<file path="config.mk">
export PLATFORM = sky130hd
export DESIGN_NAME = gbhr_sched
export DESIGN_NICKNAME = d
export VERILOG_FILES = /design/src/rtl/gbhr_sched.sv
export SDC_FILE = /design/constraint.sdc
export NUM_CORES = 1
export LEC_CHECK = 0
export BUFFER_PORTS_ARGS = -buffer_cell sky130_fd_sc_hd__buf_2
export CORE_UTILIZATION = 55
export CTS_BUF_LIST = sky130_fd_sc_hd__clkbuf_8
export DETAILED_ROUTE_END_ITERATION = 7
export GPL_ROUTABILITY_DRIVEN = 0
export MAX_ROUTING_LAYER = met4
export PLACE_DENSITY = 0.92
export SETUP_SLACK_MARGIN = 0.1
export SLEW_MARGIN = 30
export SYNTH_ARGS = -nofsm -noshare
export SYNTH_HDL_FRONTEND = slang
export SYNTH_SLANG_ARGS = --single-unit
</file>
<file path="constraint.sdc">
create_clock -name clk -period 2.22 [get_ports clk]
set_input_delay 0.333 -clock clk [delete_from_list [all_inputs] [get_ports clk]]
set_output_delay 0.333 -clock clk [all_outputs]
set_load 0.05 [all_outputs]
</file>
<file path="src/rtl/gbhr_sched.sv">
// Arbitrates the GBHR update port between predict pushes and resolve pops, tracking in-flight
// predicted directions and flagging mispredicts. Optional round-robin arbitration: GBHR_SCHED_RR_EN.
module gbhr_sched #(
  parameter int unsigned W_PHT = 4,
  parameter int unsigned DEPTH = 4
) (
  input  logic                     clk,
  input  logic                     rst,
  input  logic                     EN,
  input  logic                     pred_req,
  input  logic                     pred_taken,
  output logic                     pred_ack,
  input  logic                     res_req,
  input  logic                     res_taken,
  output logic                     res_ack,
  output logic                     predict,
  output logic                     resolve,
  output logic                     pr_br_taken,
  output logic                     mispredict,
  output logic [$clog2(DEPTH):0]   inflight,
  output logic [W_PHT-1:0]         spec_hist
);

  localparam int unsigned PW = $clog2(DEPTH);
  localparam int unsigned CW = PW + 1;

  typedef enum logic [0:0] {StRun, StFlush} state_e;

  state_e            state_q, state_d;
  logic [DEPTH-1:0]  fifo_q;
  logic [PW-1:0]     rd_ptr_q, wr_ptr_q;
  logic [CW-1:0]     count_q;
  logic              predict_q, resolve_q, pr_br_taken_q, mispredict_q;
  logic [W_PHT-1:0]  spec_hist_q;

  logic empty, full, grant_ok, res_elig, pred_elig, head, miss;

  assign empty     = (count_q == '0);
  assign full      = (count_q == CW'(DEPTH));
  assign grant_ok  = EN && (state_q == StRun);
  assign res_elig  = res_req && !empty;
  assign pred_elig = pred_req && !full;
  assign head      = fifo_q[rd_ptr_q];
  assign miss      = res_ack && (res_taken != head);

`ifdef GBHR_SCHED_RR_EN
  logic last_grant_q;  // 1: resolve won the most recent contested cycle
  logic contested;
  assign contested = res_elig && pred_elig;

  always_ff @(posedge clk or negedge rst) begin
    if (!rst) begin
      last_grant_q <= 1'b1;
    end else if (grant_ok && contested) begin
      last_grant_q <= res_ack;
    end
  end
`endif

  // State register
  always_ff @(posedge clk or negedge rst) begin
    if (!rst) begin
      state_q <= StRun;
    end else begin
      state_q <= state_d;
    end
  end

  // Next-state logic; FLUSH only advances on an enabled cycle
  always_comb begin
    state_d = state_q;
    if (EN) begin
      unique case (state_q)
        StRun:   if (miss) state_d = StFlush;
        StFlush: state_d = StRun;
        default: state_d = StRun;
      endcase
    end
  end

  // Grant outputs
  always_comb begin
    res_ack  = 1'b0;
    pred_ack = 1'b0;
    if (grant_ok) begin
`ifdef GBHR_SCHED_RR_EN
      res_ack = res_elig && (!contested || !last_grant_q);
`else
      res_ack = res_elig;
`endif
      pred_ack = pred_elig && !res_ack;
    end
  end

  always_ff @(posedge clk or negedge rst) begin
    if (!rst) begin
      fifo_q        <= '0;
      rd_ptr_q      <= '0;
      wr_ptr_q      <= '0;
      count_q       <= '0;
      predict_q     <= 1'b0;
      resolve_q     <= 1'b0;
      pr_br_taken_q <= 1'b0;
      mispredict_q  <= 1'b0;
      spec_hist_q   <= '0;
    end else begin
      predict_q    <= pred_ack;
      resolve_q    <= res_ack;
      mispredict_q <= miss;
      if (pred_ack) begin
        fifo_q[wr_ptr_q] <= pred_taken;
        wr_ptr_q         <= wr_ptr_q + PW'(1);
        count_q          <= count_q + CW'(1);
        pr_br_taken_q    <= pred_taken;
        spec_hist_q      <= {spec_hist_q[W_PHT-2:0], pred_taken};
      end else if (res_ack) begin
        pr_br_taken_q <= res_taken;
        spec_hist_q   <= {spec_hist_q[W_PHT-2:0], res_taken};
        if (miss) begin
          rd_ptr_q <= '0;
          wr_ptr_q <= '0;
          count_q  <= '0;
        end else begin
          rd_ptr_q <= rd_ptr_q + PW'(1);
          count_q  <= count_q - CW'(1);
        end
      end
    end
  end

  assign predict     = predict_q;
  assign resolve     = resolve_q;
  assign pr_br_taken = pr_br_taken_q;
  assign mispredict  = mispredict_q;
  assign inflight    = count_q;
  assign spec_hist   = spec_hist_q;

endmodule
</file>
==> results of run 1 <==
## per-layer routing
metal	vias to the layer above	wire length, um	track usage, %
li1	347	-	-
met1	384	900	32.2
met2	24	1170	45.3
met3	7	63	4.08
met4	0	42	12.1
met5	-	0	-
## what timing repair did
item	CTS	global route
endpoints found under the setup margin	1	1
resized for setup	2	0
buffers inserted	0	2
hold buffers	0	0
## worst max-delay path by stage
| stage | slack, ns | cells past startpoint | startpoint | end |
|---|---|---|---|---|
| 2_1_floorplan | 0.11 | 8 | inflight[0]$_DFFE_PN0P_ | fifo_q[0]$_DFFE_PN0P_ |
| 3_3_place_gp | 0.40 | 6 | inflight[0]$_DFFE_PN0P_ | pred_ack |
| 3_5_place_dp | 0.27 | 8 | inflight[0]$_DFFE_PN0P_ | fifo_q[2]$_DFFE_PN0P_ |
| 4_1_cts | 0.13 | 6 | inflight[0]$_DFFE_PN0P_ | pred_ack |
| 5_1_grt | 0.12 | 6 | inflight[0]$_DFFE_PN0P_ | pred_ack |
| 6_report | 0.20 | 6 | inflight[0]$_DFFE_PN0P_ | pred_ack |
## synthesized netlist by cell type, types with 2 or more instances
cell / count
inv_1: 8
a21o_1: 2
buf_4: 2
mux2i_1: 3
nor4b_1: 2
nand3_1: 4
o21ai_0: 4
mux2_2: 7
nor2_1: 2
dfrtp_1: 19
xor2_1: 2
nand2_1: 11
ha_1: 7
## metrics by stage
step	area [um^2]	utilization [%]
finish	1180	74.0
global placement	1120	70.1
CTS	1160	73.1
global route	1180	74.0
detailed placement	1120	70.1
floorplan	990	-
## cell type report
class / count / area, um^2
Inverter: 8 / 30.0
Tap cell: 24 / 30.0
Timing Repair Buffer: 24 / 135
Fill cell: 110 / 414
Clock inverter: 1 / 3.75
Multi-Input combinational cell: 58 / 462
Sequential cell: 19 / 478
Clock buffer: 3 / 41.3
## flip-flops by register name (all words and copies together), names as in the netlist
register    flops
fifo_q          4
spec_hist       4
inflight        3
rd_ptr_q        2
wr_ptr_q        2
mispredict      1
predict         1
resolve         1
state_q         1
## cells by family after synthesis
| family | Yosys count |
|---|---|
| AO/OA/AOI/OAI | 11 |
| XOR/XNOR | 4 |
| adder cells (fa/ha/maj) | 7 |
| buffers and inverters | 11 |
| flip-flops | 19 |
| multiplexers | 11 |
| AND/OR/NAND/NOR | 25 |
## power breakdown
part           leakage [nW]  switching, mW  internal (mW)
Combinational         0.352          0.637          0.335
Sequential            0.239          0.136          0.494
Clock                0.0269          0.103          0.123
==> metrics.cfg, run 1 <==
[synthesis]
yosys_most_used_dff = dfrtp_1
syn_nets = 102
synth_edf_count = 0
async_reset_ff_share_pct = 100
synth_top_area_share_pct = 48.2
synth-seq-cells = 19
ys_types = 28
synth_compound_area_share_pct = 7.60
ys_seq_area_share_pct = 48.2
synth-xor-area-share_pct = 4.31
yosysWarnings = 0
syn_area_um2 = 987
syn_inst = 88
synth_top_family_by_area = multiplexers
yosysTopAreaCell = dfrtp_1
yosys.area_share.simple_pct = 12.7
synthAdderAreaFrac_pct = 8.87
yosys-top-cells-area = dfrtp_1 48%, ha_1 8.9%, mux2_2 8.0%
synthMuxAreaShare_pct = 13.3
avgSynthCellArea_um2 = 11.2

[worst_setup_path]
crit_fanout = 4
rrSetupSlack_ns = 0.26
critical_path_class = flop to output port
cp_cell_sequence = inv_1 -> ha_1 -> mux2i_1 -> nand3_1 -> inv_2 -> buf_4
slowest_stage = dfrtp_2
end_kind = output port
slowest_delay_ns = 0.43
crit_path_start_kind = flop
r2r_end = fifo_q[2]$_DFFE_PN0P_
ff2ff_path_depth = 9
required_ns = 1.89
cp_num_buf_inv = 3
r2r-start = inflight[0]$_DFFE_PN0P_
crit_arrival_ns = 1.68
critical_path.top_delay_family = flip-flops

[sta]
hold_violations = 0
finalWorstSetupSlack_ns = 0.204
rsz0062_at_grt = no
drv_slew = 0
clock-skew-final_ns = 0.00322
worst_pin_slew_ns = 0.430
fmax_ghz = 0.496
whs_ns = 0.0164
slew_headroom_pct = 71.3
fin_crit_sh_pct = 90.8
fin_crit_ns = 2.02
setup-tns-final_ns = 0
finalSetupViolations = 0

[routing]
totalWireLength_um = 2180
vias_per_cell = 5.56
ant_nets = 0
drt-pass1-iter-count = 4
drcViolationCount = 0
routed-via-count = 762
wl_per_cell_um = 15.9
dr.first_iter.drc_count = 12

[layout]
drive_gt1_share_pct = 35.4
final_cell_mix = 18 x buf_2, 17 x dfrtp_1, 11 x nand2_1, 8 x inv_1
instances_no_fill = 137
area_growth_syn_to_layout_pct = 19.5
num_antenna_cells = 0
final_common_cell = buf_2
finalNetCount = 128

[flow_run]
drv_cap = 0

[floorplan]
ios = 20
die_y_um = 44.4
core_area_um2 = 1590
dieArea_um2 = 1970
fp.dieW_um = 44.4
start_util_pct = 61.9
rows = 14

[place]
place_ws_ns = 0.274
placedCellCount = 131
io_buffers = 19
dp_hpwl_um = 1590

[global_routing]
grt_max_degree = 20
grt_pass1_wl_um = 3640
antenna_found_initial = 0
overflow = 0
track_usage_pct = 27.1
first_global_vias = 794

[clocking]
clock_path_buffers = 2
clkTransAtPathRegs_ns = 0.07
cts_buffers = 3
htree_levels = 1
cts_tree = done
clkLatencyLatePin_ns = 0.25
numClockSinks = 19
cts.root.buffer_cell = clkbuf_8

[hold_path]
hp-class = input port to asynchronous set/reset pin

[outcome]
status = completed

[power_and_ir_drop]
ir_worst_vdd_mv = 0.831
leakagePower_nw = 0.618
power.density_nw_per_um2 = 1550
total_power_mw = 1.83

Note: power is estimated with default switching activity, not from simulation.
==> run 2: changes to the inputs <==
--- a/config.mk
+++ b/config.mk
@@ -15,2 +15,3 @@
 export SETUP_SLACK_MARGIN = 0.1
+export SKIP_LAST_GASP = 1
 export SLEW_MARGIN = 30
==> constraint.sdc (replaced) <==
create_clock -name clk -period 2.22 [get_ports clk]
set_input_delay 0.222 -clock clk [delete_from_list [all_inputs] [get_ports clk]]
set_output_delay 0.222 -clock clk [all_outputs]
set_load 0.05 [all_outputs]
==> metrics.cfg, run 2 (synthesis gave the netlist of run 1 again) <==
[layout]
drive_gt1_share_pct = 34.2
area_growth_syn_to_layout_pct = 18.6
final_common_cell = buf_2
final_cell_mix = 18 x buf_2, 17 x dfrtp_1, 11 x nand2_1
finalNetCount = 126
num_antenna_cells = 0

[power_and_ir_drop]
comb_power_share_pct = 51.9
total_power_mw = 1.78
p_sw_share_pct = 47.1
power.internal_mw = 0.941
ir_worst_vdd_mv = 0.797
p_seq_share_pct = 34.8
p_switching_mw = 0.839
power.density_nw_per_um2 = 1520
leakagePower_nw = 0.604
clkPwrFrac_pct = 13.4

[global_routing]
overflow = 0
track_usage_pct = 22.6
grt_max_degree = 20
first_global_vias = 681
antenna_found_initial = 0
grt_pass1_wl_um = 3050

[clocking]
cts_tree = done
clkLatencyLatePin_ns = 0.25
postCtsSetupBuffers = 0
numClockSinks = 19
cts.root.buffer_cell = clkbuf_8
htree_levels = 1
clkTransAtPathRegs_ns = 0.07
cts_buffers = 3
clock_path_buffers = 2

[hold_path]
hp-class = input port to flop

[routing]
wl_per_cell_um = 13.1
totalWireLength_um = 1770
drcViolationCount = 0
routed-via-count = 710
vias_per_cell = 5.26
ant_nets = 0
dr.first_iter.drc_count = 5
drt-pass1-iter-count = 4

[worst_setup_path]
rrSetupSlack_ns = 0.35
slowest_stage = dfrtp_2
crit_arrival_ns = 1.74
end_kind = output port
critical_path_class = flop to output port
crit_fanout = 12
crit_path_start_kind = flop
cp_cell_sequence = inv_1 -> ha_1 -> mux2i_1 -> nand3_1 -> inv_4 -> buf_4
slowest_delay_ns = 0.42
required_ns = 2.00

[sta]
finalSetupViolations = 0
drv_slew = 0
fin_crit_ns = 1.96
slew_headroom_pct = 72.1
fmax_ghz = 0.509
rsz0062_at_grt = no
setup-tns-final_ns = 0
hold_violations = 0
worst_pin_slew_ns = 0.418
fin_crit_sh_pct = 88.4
clock-skew-final_ns = 0.00370

[floorplan]
start_util_pct = 61.9
dieArea_um2 = 1970
rows = 14
die_y_um = 44.4
ios = 20
core_area_um2 = 1590
fp.dieW_um = 44.4

[outcome]
status = completed

[place]
dp_hpwl_um = 1370
io_buffers = 19

[flow_run]
drv_cap = 0

## run 2: worst max-delay path, delay by kind of cell, from the launching register on
| kind | cells | cell delay [ns] |
|---|---|---|
| and+or+nand+nor | 1 | 0.18 |
| adders and majority gates | 1 | 0.19 |
| buffers and inverters | 3 | 0.47 |
| DFF | 1 | 0.42 |
| muxes | 1 | 0.23 |
## run 2: per-layer routing
metal | up-vias | share of wire [%] | GRT usage, %
met4 | 0 | 0.85 | 11.5
li1 | 345 | - | -
met1 | 343 | 45 | 27.7
met2 | 20 | 50 | 36.5
met5 | - | 0 | -
met3 | 2 | 3.2 | 3.27
## run 2: area by class of cell
class,instances,area [um^2]
inverters,8,32.5
flip-flops and latches,19,478
repair buffers,22,123
well taps,24,30.0
clock inverters,1,5.00
multi-input cells,58,462
fillers,123,423
clock buffers,3,41.3
## run 2: through the flow
| step | setup WS, ns | area (um^2) | utilization, % | cells | hold WS [ns] |
|---|---|---|---|---|---|
| final | 0.257 | 1170 | 73.5 | 135 | 0.232 |
| after CTS | 0.136 | 1170 | 73.3 | 135 | 0.232 |
| after detailed placement | 0.332 | 1110 | 69.6 | 130 | 0.185 |
| after global routing | 0.0990 | 1170 | 73.5 | 135 | 0.252 |
| after global placement | 0.406 | 1110 | 69.6 | 130 | 0.175 |
| after floorplan | 0.108 | 990 | - | 88 | -0.0736 |
## run 2: path summary, 6_finish.rpt
path                                    startpoint                        to  cells past startpoint
setup / recovery           inflight[0]$_DFFE_PN0P_                  pred_ack                      6
hold / removal                                  EN       state_q$_DFFE_PN0P_                      3
max in group asynchronous                      rst   inflight[0]$_DFFE_PN0P_                      2
hold reg to reg                state_q$_DFFE_PN0P_       state_q$_DFFE_PN0P_                      1
min in group asynchronous                      rst     fifo_q[2]$_DFFE_PN0P_                      2
setup reg to reg           inflight[0]$_DFFE_PN0P_  spec_hist[1]$_DFFE_PN0P_                      7
## run 2: repair_timing
| action | in CTS | in global routing |
|---|---|---|
| gates resized for setup | 1 | 2 |
| endpoints found under the setup margin | 1 | 1 |
| hold buffers | 1 | 0 |
| hold endpoints to repair | 19 | 0 |
## run 2: power groups by stage
stage	clock (mW)	sequential, mW	combinational (mW)
after floorplan	0	0.857	0.483
after global placement	0	0.610	0.893
after detailed placement	0	0.625	0.920
after CTS	0.240	0.619	0.927
after global routing	0.259	0.644	0.998
final	0.238	0.619	0.923
==> run 3: changes to the inputs <==
- CAP_MARGIN: default -> 20
- PLACE_DENSITY: 0.92 -> 0.87
- TNS_END_PERCENT: default -> 5
==> metrics.cfg, run 3 (synthesis gave the netlist of run 1 again) <==
[clocking]
cts.root.buffer_cell = clkbuf_8
htree_levels = 1
clkLatencyLatePin_ns = 0.25
postCtsSetupBuffers = 0
cts_tree = done
numClockSinks = 19
cts_buffers = 3
clock_path_buffers = 2
clkTransAtPathRegs_ns = 0.07

[global_routing]
grt_pass1_wl_um = 2900
grt_max_degree = 20
overflow = 0
track_usage_pct = 21.1
antenna_found_initial = 0
first_global_vias = 676

[power_and_ir_drop]
total_power_mw = 1.77
clkPwrFrac_pct = 12.7
comb_power_share_pct = 52.1
power.internal_mw = 0.938
leakagePower_nw = 0.606
power.density_nw_per_um2 = 1510
p_seq_share_pct = 35.1
p_switching_mw = 0.829
p_sw_share_pct = 46.9
ir_worst_vdd_mv = 0.797

[floorplan]
core_area_um2 = 1590
start_util_pct = 61.9
fp.dieW_um = 44.4
ios = 20
die_y_um = 44.4
rows = 14
dieArea_um2 = 1970

[flow_run]
drv_cap = 0

[layout]
drive_gt1_share_pct = 33.3
final_area_um2 = 1170
instances_no_fill = 135
area_growth_syn_to_layout_pct = 18.3
nFillCells = 118
final_common_cell = buf_2
final_cell_mix = 18 x buf_2, 17 x dfrtp_1, 11 x nand2_1, 8 x inv_1
num_antenna_cells = 0
finalNetCount = 126
final_util_pct = 73.2

[worst_setup_path]
critical_path_class = flop to output port
cp_cell_sequence = inv_1 -> ha_1 -> mux2i_1 -> nand3_1 -> inv_2 -> buf_4
end_kind = output port
crit_arrival_ns = 1.77
required_ns = 2.00
slowest_stage = dfrtp_2
slowest_delay_ns = 0.42
crit_path_start_kind = flop
crit_fanout = 12

[hold_path]
hp-class = input port to flop

[sta]
fmax_ghz = 0.502
setup-tns-final_ns = 0
clock-skew-final_ns = 0.00364
fin_crit_ns = 1.99
finalSetupViolations = 0
slew_headroom_pct = 71.7
fin_crit_sh_pct = 89.7
rsz0062_at_grt = no
whs_ns = 0.240
worst_pin_slew_ns = 0.425
finalWorstSetupSlack_ns = 0.228
hold_violations = 0
drv_slew = 0

[place]
place_area_um2 = 1110
dp_hpwl_um = 1370
io_buffers = 19
place_ws_ns = 0.316
placedCellCount = 130

[routing]
dr.first_iter.drc_count = 16
totalWireLength_um = 1760
drcViolationCount = 0
ant_nets = 0
vias_per_cell = 5.12
drt-pass1-iter-count = 4
routed-via-count = 691
wl_per_cell_um = 13.0

[outcome]
status = completed

[run 3: changes by cell type in the layout (fill, tap and decap cells not counted)]
| cell | previous run | this run |
|---|---|---|
| inv_2 | 0 | 1 |
| inv_4 | 1 | 0 |
| inv_1 | 7 | 8 |
| clkinv_2 | 1 | 0 |
[run 3: worst paths after layout]
path,from,to,slack (ns),depth (start not counted)
worst max-delay path,inflight[0]$_DFFE_PN0P_,pred_ack,0.23,6
worst min-delay path,EN,state_q$_DFFE_PN0P_,0.24,3
worst max register to register,inflight[0]$_DFFE_PN0P_,spec_hist[1]$_DFFE_PN0P_,0.38,7
worst min register to register,state_q$_DFFE_PN0P_,state_q$_DFFE_PN0P_,0.48,1
max in group asynchronous,rst,inflight[0]$_DFFE_PN0P_,1.46,2
min in group asynchronous,rst,fifo_q[2]$_DFFE_PN0P_,0.44,2
[run 3: area by class of cell]
type | count | area [um^2] | area share (%)
Clock inverter | 1 | 3.75 | 0.322
Sequential cell | 19 | 478 | 40.9
Inverter | 8 | 30.0 | 2.57
Tap cell | 24 | 30.0 | 2.57
Clock buffer | 3 | 41.3 | 3.54
Multi-Input combinational cell | 58 | 462 | 39.5
Timing Repair Buffer | 22 | 123 | 10.5
[run 3: power groups by stage]
stage | Clock, mW | Sequential, mW | Combinational (mW)
global route | 0.246 | 0.641 | 0.997
global placement | 0 | 0.610 | 0.896
CTS | 0.231 | 0.621 | 0.930
finish | 0.225 | 0.621 | 0.922
floorplan | 0 | 0.857 | 0.483
detailed placement | 0 | 0.626 | 0.924
[run 3: worst max-delay path, delay by kind of cell (launching register included)]
kind / cells / cell delay [ns]
fa+ha+maj: 1 / 0.20
simple gates: 1 / 0.14
flops: 1 / 0.42
buf+inv: 3 / 0.52
mux: 1 / 0.24
[run 3: routing by layer]
metal / up-vias / GRT usage [%] / routed length, um
met3: 2 / 3.67 / 68
met1: 329 / 25.1 / 759
met4: 0 / 5.45 / 8
li1: 343 / - / -
met2: 17 / 37.1 / 925
met5: - / - / 0
[run 3: timing repair]
item | 4_1_cts | 5_1_grt
hold buffers | 1 | 0
gates resized for setup | 1 | 1
endpoints found under the hold margin | 19 | 0
endpoints found under the setup margin | 1 | 1
